File: config.mk
export PLATFORM = sky130hd
export DESIGN_NAME = post_sym_restore
export DESIGN_NICKNAME = d
export VERILOG_FILES = /design/src/rtl/sym_pkg.sv /design/src/rtl/post_sym_restore_sign_fifo.sv /design/src/rtl/post_sym_restore.sv
export SDC_FILE = /design/constraint.sdc
export NUM_CORES = 1
export LEC_CHECK = 0
export CAP_MARGIN = 20
export CORE_UTILIZATION = 47
export CTS_CLUSTER_DIAMETER = 80
export DETAILED_ROUTE_END_ITERATION = 6
export PLACE_DENSITY_LB_ADDON = 0.1
export SYNTH_ARGS = -nofsm -noshare
export SYNTH_HDL_FRONTEND = slang
export SYNTH_HIERARCHICAL = 1
export SYNTH_SLANG_ARGS = --single-unit
File: constraint.sdc
create_clock -name clk -period 2.8 [get_ports clk]
set_input_delay 0.84 -clock clk [delete_from_list [all_inputs] [get_ports clk]]
set_output_delay 0.84 -clock clk [all_outputs]
set_load 0.02 [all_outputs]
File: src/rtl/sym_pkg.sv
// Shared definitions for the symmetry-restore output stage: mode codes,
// fixed-point constants and the clamp helper used on the widened result.
package sym_pkg;

  localparam logic [1:0] SYM_ODD   = 2'b00;
  localparam logic [1:0] SYM_POINT = 2'b01;
  localparam logic [1:0] SYM_EVEN  = 2'b10;

  // Fixed-point 1.0 for a format with n fraction bits.
  function automatic int one_of(input int n);
    return 1 << n;
  endfunction

  function automatic int sat_max(input int w);
    return (1 << (w - 1)) - 1;
  endfunction

  function automatic int sat_min(input int w);
    return -(1 << (w - 1));
  endfunction

  // Clamp a signed value into the range of a w-bit two's-complement word.
  function automatic int sat_w(input int v, input int w);
    if (v > sat_max(w)) return sat_max(w);
    if (v < sat_min(w)) return sat_min(w);
    return v;
  endfunction

endpackage

File: src/rtl/post_sym_restore_sign_fifo.sv
// 1-bit sign queue; data visible the cycle after push (no bypass).
// Pushes when full and pops when empty are ignored.
module sign_fifo #(
  parameter int DEPTH = 8,
  parameter int AW    = $clog2(DEPTH)
) (
  input  logic          clk,
  input  logic          rst,
  input  logic          i_push,
  input  logic          i_din,
  input  logic          i_pop,
  output logic          o_dout,
  output logic          o_full,
  output logic          o_empty,
  output logic [AW:0]   o_count
);

  logic [DEPTH-1:0] r_mem;
  logic [AW-1:0]    r_wptr;
  logic [AW-1:0]    r_rptr;
  logic [AW:0]      r_count;
  logic             w_push;
  logic             w_pop;

  assign o_full  = (r_count == (AW+1)'(DEPTH));
  assign o_empty = (r_count == '0);
  assign o_count = r_count;
  assign o_dout  = r_mem[r_rptr];
  assign w_push  = i_push && !o_full;
  assign w_pop   = i_pop && !o_empty;

  always_ff @(posedge clk) begin
    if (w_push) r_mem[r_wptr] <= i_din;
  end

  // Power-of-two depth lets the pointers wrap by plain overflow.
  always_ff @(posedge clk or posedge rst) begin
    if (rst) begin
      r_wptr  <= '0;
      r_rptr  <= '0;
      r_count <= '0;
    end else begin
      if (w_push) r_wptr <= r_wptr + 1'b1;
      if (w_pop)  r_rptr <= r_rptr + 1'b1;
      case ({w_push, w_pop})
        2'b10:   r_count <= r_count + 1'b1;
        2'b01:   r_count <= r_count - 1'b1;
        default: r_count <= r_count;
      endcase
    end
  end

endmodule

File: src/rtl/post_sym_restore.sv
// Pairs queued input signs with core results f(|x|) and rebuilds f(x); 1-cycle registered output.
// Core results stall when no sign is queued or the held output is not being taken.
module post_sym_restore
  import sym_pkg::*;
#(
  parameter int M          = 4,
  parameter int N          = 8,
  parameter int WIDTH      = M + N,
  parameter int FIFO_DEPTH = 8
) (
  input  logic                          clk,
  input  logic                          rst,
  input  logic [1:0]                    mode,
  input  logic                          sign_valid,
  input  logic                          sign_in,
  output logic                          sign_ready,
  input  logic                          y_valid,
  input  logic [WIDTH-1:0]              y_abs,
  output logic                          y_ready,
  output logic                          out_valid,
  output logic [WIDTH-1:0]              out_data,
  input  logic                          out_ready,
  output logic [$clog2(FIFO_DEPTH):0]   occupancy,
  output logic                          err_underflow
);

  localparam logic signed [WIDTH+1:0] ONE_EXT = (WIDTH+2)'(one_of(N));

  logic                      w_full;
  logic                      w_empty;
  logic                      w_head;
  logic                      w_push;
  logic                      w_accept;
  logic signed [WIDTH+1:0]   w_mag;
  logic signed [WIDTH+1:0]   w_ext;
  logic [WIDTH-1:0]          w_sat;
  logic                      r_out_valid;
  logic [WIDTH-1:0]          r_out_data;
  logic                      r_err;

  assign sign_ready = !w_full;
  assign w_push     = sign_valid && sign_ready;
  assign y_ready    = !w_empty && (!r_out_valid || out_ready);
  assign w_accept   = y_valid && y_ready;

  sign_fifo #(.DEPTH(FIFO_DEPTH)) u_sign_fifo (
    .clk     (clk),
    .rst     (rst),
    .i_push  (w_push),
    .i_din   (sign_in),
    .i_pop   (w_accept),
    .o_dout  (w_head),
    .o_full  (w_full),
    .o_empty (w_empty),
    .o_count (occupancy)
  );

  // Two guard bits keep ONE - y_abs and -y_abs exact before clamping.
  assign w_mag = $signed({2'b00, y_abs});

  always_comb begin
    w_ext = w_mag;
    if (w_head) begin
      case (mode)
        SYM_ODD:   w_ext = -w_mag;
        SYM_POINT: w_ext = ONE_EXT - w_mag;
        default:   w_ext = w_mag;
      endcase
    end
  end

  assign w_sat = WIDTH'(sat_w(int'(w_ext), WIDTH));

  always_ff @(posedge clk or posedge rst) begin
    if (rst) begin
      r_out_valid <= 1'b0;
      r_out_data  <= '0;
      r_err       <= 1'b0;
    end else begin
      if (w_accept) begin
        r_out_valid <= 1'b1;
        r_out_data  <= w_sat;
      end else if (out_ready) begin
        r_out_valid <= 1'b0;
      end
      if (y_valid && w_empty && !sign_valid) r_err <= 1'b1;
    end
  end

  assign out_valid     = r_out_valid;
  assign out_data      = r_out_data;
  assign err_underflow = r_err;

endmodule

# --- Word-level counts from Yosys, hierarchy flattened ---
# Cells that the tools add are included.
totals:
  register_bits: 32
  latch_bits: 0
  ram_bits: 0
  romBits: 0
  output_inout_bits: 20
  elab_cells: 56
  n_memories: 0
op_classes:
  add_sub_neg: 6
  multipliers: 0
  div_mod_pow: 0
  n_lt_le_gt_ge: 5
  n_eq_ne: 4
  shifts: 0
  n_mux: 17
  n_bitwise: 0
  reduce_logical: 17
op_table:
  columns: ["cell", "count"]
  rows:
  - ["12-bit two-way mux", 3]
  - ["14-bit case mux with 2 select lines", 1]
  - ["14-bit by 12-bit > comparator with 1-bit output (second input constant)", 1]
  - ["14-bit by 12-bit less-than comparator with 1-bit output (second input constant)", 1]
  - ["14-bit two-way mux", 1]
  - ["12-bit negator with 14-bit output", 1]
  - ["9-bit by 12-bit subtractor with 13-bit output (first input constant)", 1]
  - ["11-bit two-way mux", 1]
  - ["8-bit bitwise mux", 1]
  - ["1-bit logical AND", 8]
  - ["3-bit by 4-bit less-than comparator with 1-bit output (second input constant)", 2]
  - ["4-bit case mux with 2 select lines", 1]
  - ["1-bit two-way mux", 7]
  - ["3-bit by 1-bit adder with 3-bit output (second input constant)", 2]
  - ["4-bit by 1-bit adder with 4-bit output (second input constant)", 1]
  - ["2-bit by 1-bit equality test with 1-bit output (second input constant)", 2]
  - ["4-bit equality test (second input constant)", 1]
  - ["1-bit zero test", 4]
  - ["4-bit zero test", 1]
  - ["2-bit nonzero test", 2]
  - ["4-bit by 1-bit subtractor with 4-bit output (second input constant)", 1]
  - ["1-bit binary-select mux with 3-bit select", 1]
  - ["1-bit demux with 3-bit select", 1]
  - ["3-bit by 1-bit >= comparator with 1-bit output (second input constant)", 1]
  - ["other kinds (3)", 3]

# --- Logic depth before layout (Yosys ltp) ---
# Gate-level depths: netlist of run 1.
logic_depth:
  ltp_word: 8
  ltp_mapped: 12
  mapped_depth_nobuf: 11

# --- Modules after synthesis ---
# Netlist of run 1, hierarchy kept.
by_module_without_submodules:
  columns: ["module", "instances", "cells_each", "area_per_inst_um2", "seq_area_each_um2"]
  rows:
  - ["post_sym_restore", 1, 139, 1097.3, 350.3]
  - ["sign_fifo", 1, 79, 972.2, 490.5]

# --- Worst setup path before layout of run 1 ---
# OpenSTA, ideal clock, no wires.
synth_timing:
  kind: "input -> register"
  startpoint: "input out_ready"
  endpoint: "register u_sign_fifo.r_count[3] (netlist: u_sign_fifo/o_count[3])"
  setup_ns: 0.134
  t_arrival_ns: 3.007
  t_required_ns: 2.666
  setup_slack_ns: -0.341
  stages: 11
  cell_sequence: "nor2b_1 -> nor2_1 -> nand2_1 -> clkinv_1 -> o41ai_2 -> inv_1 -> ha_1 -> ha_1 -> or4b_1 -> o311ai_0 -> o211ai_1"
synth_between:
  elab_chain_len: 6
synth_rtl:
  columns: ["element", "line_no", "rtl"]
  rows:
  - ["start: declaration", "post_sym_restore.sv:22", "input logic out_ready,"]
  - ["1-bit logical OR *", "post_sym_restore.sv:43", "assign y_ready = !w_empty && (!r_out_valid || out_ready);"]
  - ["1-bit logical AND *", "post_sym_restore.sv:43", null]
  - ["named net y_ready", "post_sym_restore.sv:19", "output logic y_ready,"]
  - ["1-bit logical AND *", "post_sym_restore.sv:44", "assign w_accept = y_valid && y_ready;"]
  - ["named net w_accept", "post_sym_restore.sv:33", "logic w_accept;"]
  - ["1-bit logical AND *", "post_sym_restore_sign_fifo.sv:30", "assign w_pop = i_pop && !o_empty;"]
  - ["named net u_sign_fifo.w_pop", "post_sym_restore_sign_fifo.sv:23", "logic w_pop;"]
  - ["2-bit by 1-bit equality test with 1-bit output or 2-bit equality test (tied branches)", "post_sym_restore_sign_fifo.sv:45", "case ({w_push, w_pop})"]
  - ["4-bit case mux with 2 select lines or 2-bit nonzero test (tied branches)", null, null]
  - ["end signal: assignment", "post_sym_restore_sign_fifo.sv:46", "2'b10: r_count <= r_count + 1'b1;"]
  - ["end signal: assignment", "post_sym_restore_sign_fifo.sv:47", "2'b01: r_count <= r_count - 1'b1;"]
  - ["end signal: assignment", "post_sym_restore_sign_fifo.sv:48", "default: r_count <= r_count;"]
  - ["end: declaration", "post_sym_restore_sign_fifo.sv:21", "logic [AW:0] r_count;"]
# Mark *: on every way through the listed nets, which the timed path passes. The rest lies on a longest branch.
# A chain may end at the register's enable or synchronous reset.

# --- Worst setup path in the final report of run 1 ---
layout_timing:
  startpoint: "input y_abs[2]"
  endpoint: "register r_out_data[6] (netlist: out_data[6])"
layout_between:
  elab_chain_len: 8
layout_rtl:
  columns: ["element", "line_no", "rtl"]
  rows:
  - ["start: declaration", "post_sym_restore.sv:18", "input logic [WIDTH-1:0] y_abs,"]
  - ["9-bit by 12-bit subtractor with 13-bit output or 12-bit negator with 14-bit output (tied branches)", "post_sym_restore.sv:66, post_sym_restore.sv:65", null]
  - ["14-bit case mux with 2 select lines", "post_sym_restore.sv:64", "case (mode)"]
  - ["14-bit two-way mux *", "post_sym_restore.sv:63", "if (w_head) begin"]
  - ["14-bit by 12-bit > comparator with 1-bit output or 14-bit by 12-bit less-than comparator with 1-bit output (tied branches)", "sym_pkg.sv:24, sym_pkg.sv:25", null]
  - ["11-bit two-way mux or 1-bit two-way mux (tied branches)", "sym_pkg.sv:24, sym_pkg.sv:25", null]
  - ["12-bit two-way mux or 1-bit two-way mux (tied branches)", "sym_pkg.sv:25", "if (v < sat_min(w)) return sat_min(w);"]
  - ["12-bit two-way mux", "sym_pkg.sv:26", "return v;"]
  - ["12-bit two-way mux *", "sym_pkg.sv:25", null]
  - ["end signal: assignment", "post_sym_restore.sv:82", "r_out_data <= w_sat;"]
  - ["end: declaration", "post_sym_restore.sv:38", "logic [WIDTH-1:0] r_out_data;"]
# Every way passes the cells marked *; elsewhere a longest branch is shown, timed or not. The select of a mux whose other input is x is not followed.

==> results of run 1 <==
[cells in the final DEF, fill, tap and decap left out, drive strengths merged, types with 4 or more instances in the layout]
| master | synthesis | layout |
|---|---|---|
| a31oi | 4 | 4 |
| buf | 4 | 43 |
| nor2b | 4 | 4 |
| nor4 | 4 | 4 |
| nand2b | 4 | 4 |
| inv | 14 | 14 |
| nor3 | 12 | 12 |
| a21oi | 8 | 8 |
| clkbuf | 5 | 5 |
| o21ai | 17 | 17 |
| edfxtp | 8 | 8 |
| nor2 | 18 | 18 |
| xnor2 | 8 | 8 |
| dfrtp | 24 | 24 |
| nand3 | 4 | 4 |
| o211ai | 4 | 4 |
| dlymetal6s2s | 0 | 8 |
| nand2 | 25 | 25 |
| clkdlybuf4s50 | 0 | 29 |
| ha | 6 | 6 |
[sequential cells by signal, summed over array words and instances, names as in the netlist]
| register | count |
|---|---|
| err_underflow | 1 |
| u_sign_fifo/r_rptr | 3 |
| u_sign_fifo/o_count | 4 |
| u_sign_fifo/r_wptr | 3 |
| out_valid | 1 |
| out_data | 12 |
| u_sign_fifo/r_mem | 8 |
[how the worst max path moves through the flow]
stage              start                endpoint  cells past startpoint
2_1_floorplan  out_ready  u_sign_fifo/o_count[3]                     11
3_3_place_gp    y_abs[7]             out_data[2]                      7
3_5_place_dp    y_abs[7]             out_data[6]                      7
4_1_cts         y_abs[7]             out_data[9]                      8
5_1_grt         y_abs[2]             out_data[4]                      7
6_report        y_abs[2]             out_data[6]                      7
[power by group]
part           leakage [nW]  switching, mW  total [mW]  internal (mW)
clock network        0.0541          0.182       0.445          0.263
logic                 0.888          0.770        1.57          0.799
registers             0.348          0.201       0.870          0.669
total                  1.29           1.15        2.88           1.73
[logic make-up after synthesis]
kind of cell | count (synthesis) | synth area share
mux | 6 | 0.04474
flops | 32 | 0.4063
simple gates | 84 | 0.2140
compound gates | 56 | 0.2013
xor+xnor | 9 | 0.03809
fa+ha+maj | 7 | 0.04595
buf+inv | 24 | 0.04957
[final cells by class]
cell class | count | area (um^2) | area share
sequential | 32 | 842.1 | 0.2757
inverter | 15 | 61.31 | 0.02007
tap | 50 | 62.56 | 0.02048
clock inverter | 3 | 42.54 | 0.01393
multi-input combinational | 162 | 1246 | 0.4080
clock buffer | 5 | 68.82 | 0.02253
timing repair buffer | 82 | 730.7 | 0.2392
[metal layers]
layer	track usage	part of all wire
met1	0.3493	0.49
met3	0.06167	0.055
met4	0.07813	0.013
met5	0	0
met2	0.3640	0.45
[per-stage QoR]
| stage | power (mW) | setup WS, ps | utilization | std cells | hold WS [ps] |
|---|---|---|---|---|---|
| after global routing | 3.083 | 4.816 | 0.7422 | 349 | 518.9 |
| after global placement | 2.315 | -315.5 | 0.6856 | 337 | 465.8 |
| after detailed placement | 2.356 | -365.3 | 0.6856 | 337 | 478.0 |
| after CTS | 2.815 | 1.335 | 0.7157 | 345 | 493.0 |
| final | 2.884 | 72.27 | 0.7422 | 349 | 488.5 |
| after floorplan | 1.765 | 34.04 | - | 218 | 453.3 |
[repair_timing]
item | CTS | global route
pin swaps | 0 | 14
setup buffers | 0 | 4
gates resized for setup | 7 | 17
endpoints found under the setup margin | 12 | 12
[tightest hold or removal path, stage by stage, from the launching register on]
cell and delay [ps]:
dfrtp_1 350, nand2_1 50, o21ai_1 60
==> results.json, run 1 <==
{
  "clkLatencyLatePin_ps": 290,
  "cts_tree": "done",
  "period_share": 0.9742,
  "p_per_area_mw_per_mm2": 944.4,
  "p_leak_nw": 1.290,
  "wire_per_inst_um": 15.12,
  "arrival_ps": 2950,
  "grt_max_degree": 15,
  "maxSlewViolCount": 0,
  "yosysTopAreaCellShare": 0.2902,
  "synth_edf_count": 8,
  "dp_hpwl_mm": 3.942,
  "setup_viol": 0,
  "r2r_cells": 11,
  "cts_hold_buf": 0,
  "cts_buffers": 5,
  "grt_pass1_wl_mm": 8.266,
  "die_y_um": 68.36,
  "clockRootBuffer": "clkbuf_8",
  "yosysTopAreaCell": "dfrtp_1",
  "async_flop_share": 0.7500,
  "grtUsageTotal": 0.2462,
  "drt_iter0_markers": 84,
  "clk_pin_slew_ps": 70,
  "path_buf_inv": 1,
  "yosys_warnings": 6,
  "max_freq_mhz": 366.6,
  "worstPathCellList": "clkdlybuf4s50_1 -> or4_4 -> o31ai_4 -> a31oi_4 -> o31ai_4 -> a221oi_1 -> o21ai_1",
  "min_from": "out_data[3]",
  "critPathLaunchType": "input port",
  "clock-sinks": 32,
  "netlist_instances": 218,
  "place_area_mm2": 0.002821,
  "synth_area_per_cell_um2": 9.493,
  "start_util": 0.5029,
  "whs_path_depth": 2,
  "maxCapViolCount": 0,
  "tightest_slew_ps": 560.9,
  "grt-ovfl-total": 0,
  "netlist_area_mm2": 0.002069,
  "crit_family": "compound AO/OA/AOI/OAI gates",
  "cts_buffer_depth": 2,
  "drive_gt1_frac": 0.3043,
  "grt_pass1_vias": 1739,
  "crit_path_frequent_cell": "o31ai_4",
  "ys_seq_elements": 32,
  "vias": 1938,
  "hold_path_class": "reg2reg",
  "rows": 23,
  "htree_levels": 2,
  "r2r_end": "u_sign_fifo/o_count[3]",
  "status": "finished, final reports clean",
  "drc": 0,
  "ys_top_cells_by_count": "dfrtp_1 (24), nand2_1 (24), nor2_1 (17)",
  "layout_min_cycle_time_ps": 2728,
  "fin_area_mm2": 0.003054,
  "ys_types": 58,
  "whs_endpoint": "out_data[3]",
  "syn-num-nets": 245,
  "drt_pass1_iterations": 4,
  "fin_setup_tns_ps": 0,
  "hold_viol": 0,
  "critPathMaxFanout": 7,
  "globalplace.congestion": 0.8569,
  "cp.required_ps": 3020,
  "ant_nets": 0,
  "rsz0062_at_grt": "no",
  "fin_nets": 325,
  "synth_area_leaders": "dfrtp_1 (29%), edfxtp_1 (12%), nand2_1 (4.4%), ha_1 (3.6%), xnor2_1 (3.4%)",
  "port_buffers": 39,
  "antennaDiodeCount": 0,
  "ys.flop_type": "dfrtp_1",
  "ys_seq_area_frac": 0.4063,
  "r2r_slack_ps": 170,
  "dieArea_mm2": 0.004672,
  "syn_to_final_growth_pct": 47.58,
  "fin_skew_ps": 3.768,
  "irDropWorstVdd_uv": 607.0,
  "fillerInstances": 321,
  "via_per_inst": 5.553,
  "timing_worst_setup_path_type": "in2reg",
  "crit_path_top_delay_cell": "or4_4",
  "relSlewSlack": 0.6257,
  "critPathCaptureType": "register",
  "coreArea_mm2": 0.004115,
  "r2r-start": "u_sign_fifo/o_count[3]",
  "antenna_found_initial": 0,
  "pin_count": 40,
  "fp.dieW_um": 68.36,
  "wirelength_mm": 5.278,
  "max_stage_delay_ps": 490
}
No activity file was read; power rests on OpenSTA's default activity.
==> run 2, diff against run 1 <==
RECOVER_POWER = 100   (was default)
SLEW_MARGIN = 15   (was default)
==> run 2 against run 1 <==
Compared with the run above:
- global-route usage stayed put
- design area is 0.66% lower
- critical endpoint is now out_data[1]
- critical path type unchanged
- highest routed layer unchanged
- first-iteration DRC count is 38% higher
- sequential power is 0.6% lower
- utilization is 0.49 points lower
- worst setup slack worse by 4.6 ps
==> results.json, run 2 (synthesis results as in run 1) <==
{
  "seq_area_um2": 842.1,
  "globalplace.congestion": 0.8569,
  "grtUsageTotal": 0.2462,
  "status": "finished, final reports clean",
  "clkLatencyLatePin_ps": 290,
  "use_met1": 0.3493,
  "relSlewSlack": 0.6239,
  "grt-ovfl-total": 0,
  "grt_pass1_vias": 1739,
  "critPathCaptureType": "register",
  "critPathLaunchType": "input port",
  "fp.dieW_um": 68.36,
  "port_buffers": 39,
  "p_sw_mw": 1.144,
  "drt_pass1_iterations": 4,
  "hold_viol": 0,
  "largest_reg_flops": 12,
  "place_area_mm2": 0.002821,
  "hold_path_class": "reg2reg",
  "drive_gt1_frac": 0.2943,
  "max_freq_mhz": 366.0,
  "htree_levels": 2,
  "syn_to_final_growth_pct": 46.61,
  "utilization": 0.7373,
  "intPower_mw": 1.680,
  "dp_cells": 337,
  "hold_slack_ps": 476.5,
  "grt.met3_usage": 0.06167,
  "multiInputGateArea_mm2": 0.001230,
  "cp.required_ps": 3010,
  "coreArea_mm2": 0.004115,
  "layout_common_cells": "buf_4 (41), nand2_1 (24), dfrtp_1 (23)",
  "rsz0062_at_grt": "no",
  "via_per_inst": 5.499,
  "ant_nets": 0,
  "fin_nets": 325,
  "p_per_area_mw_per_mm2": 930.5,
  "critPathMaxFanout": 7,
  "layout_min_cycle_time_ps": 2732,
  "tightest_slew_ps": 563.6,
  "antennaDiodeCount": 0,
  "grtUsageMet2": 0.3640,
  "seq_power_share": 0.306,
  "dp_hpwl_mm": 3.942,
  "p_leak_nw": 1.284,
  "busiest_layer": "met2",
  "setup_slack_ps": 67.67,
  "rows": 23,
  "fillerInstances": 326,
  "wire_per_inst_um": 15.12,
  "setup_viol": 0,
  "layout.cells.most_common": "buf_4",
  "clk_pin_slew_ps": 70,
  "grt_max_degree": 15,
  "cts_buffer_depth": 2,
  "pin_count": 40,
  "p_clk_frac": 0.158,
  "timing_worst_setup_path_type": "in2reg",
  "fin_skew_ps": 4.352,
  "irDropWorstVdd_uv": 596.8,
  "pre_cts_ws_ps": -365.3,
  "wirelength_mm": 5.276,
  "dieArea_mm2": 0.004672,
  "die_y_um": 68.36,
  "cts_buffers": 5,
  "start_util": 0.5029,
  "fin_setup_tns_ps": 0,
  "vias": 1919,
  "cts_tree": "done",
  "antenna_found_initial": 0,
  "clock-sinks": 32,
  "arrival_ps": 2950,
  "drt_iter0_markers": 116,
  "layout.cells.non_filler": 349,
  "grt_pass1_wl_mm": 8.266,
  "p_comb_frac": 0.535,
  "maxSlewViolCount": 0,
  "drc": 0,
  "fin_area_mm2": 0.003034,
  "period_share": 0.9758,
  "clockRootBuffer": "clkbuf_8",
  "maxCapViolCount": 0,
  "p_sw_frac": 0.4051,
  "power_mw": 2.823
}
[run 2: cell types whose count changed in the layout (fill, tap and decap cells not counted), moves of 2 or more]
cell	before	now
o21ai_1	7	5
dlygate4sd3_1	0	20
o21ai_0	9	11
clkdlybuf4s50_1	29	9
buf_4	43	41
[run 2: power groups by stage]
stage               Combinational, mW  Sequential [mW]  Clock, mW
detailed placement               1.49            0.870          0
finish                           1.51            0.865      0.447
global route                     1.66            0.890      0.468
global placement                 1.46            0.858          0
CTS                              1.49            0.865      0.456
floorplan                       0.783            0.982          0
[run 2: worst paths after layout]
kind,start,to,slack [ps],cells after the start
max reg2reg,u_sign_fifo/o_count[3],u_sign_fifo/o_count[3],140,11
max,y_abs[2],out_data[1],70,7
min,out_data[0],out_data[0],480,2
min in group asynchronous,rst,u_sign_fifo/r_rptr[2],1000,2
max in group asynchronous,rst,out_data[2],1370,2
min reg2reg,out_data[0],out_data[0],480,2
[run 2: cell type report]
cell class,instances,area share
Clock buffer,5,0.02268
Multi-Input combinational cell,162,0.4054
Tap cell,50,0.02062
Inverter,15,0.02021
Sequential cell,32,0.2775
Timing Repair Buffer,82,0.2396
Clock inverter,3,0.01402
[run 2: what timing repair did]
item / in CTS / in global routing
buffers inserted: 0 / 4
resized for setup: 7 / 17
cloned: 0 / 0
endpoints found under the setup margin: 12 / 12
hold buffers: 0 / 0
pin swaps: 0 / 14
[run 2: critical path: stages]
cell and delay [ps]:
clkdlybuf4s50_1 420, or4_4 490, o31ai_4 300, a31oi_2 160, o31ai_4 430, a32oi_1 160, o21ai_0 150
[run 2: routing by layer]
metal | up-vias | share of wire
met2 | 55 | 0.45
met5 | - | 0
met1 | 895 | 0.49
met3 | 8 | 0.053
met4 | 0 | 0.013
li1 | 961 | -
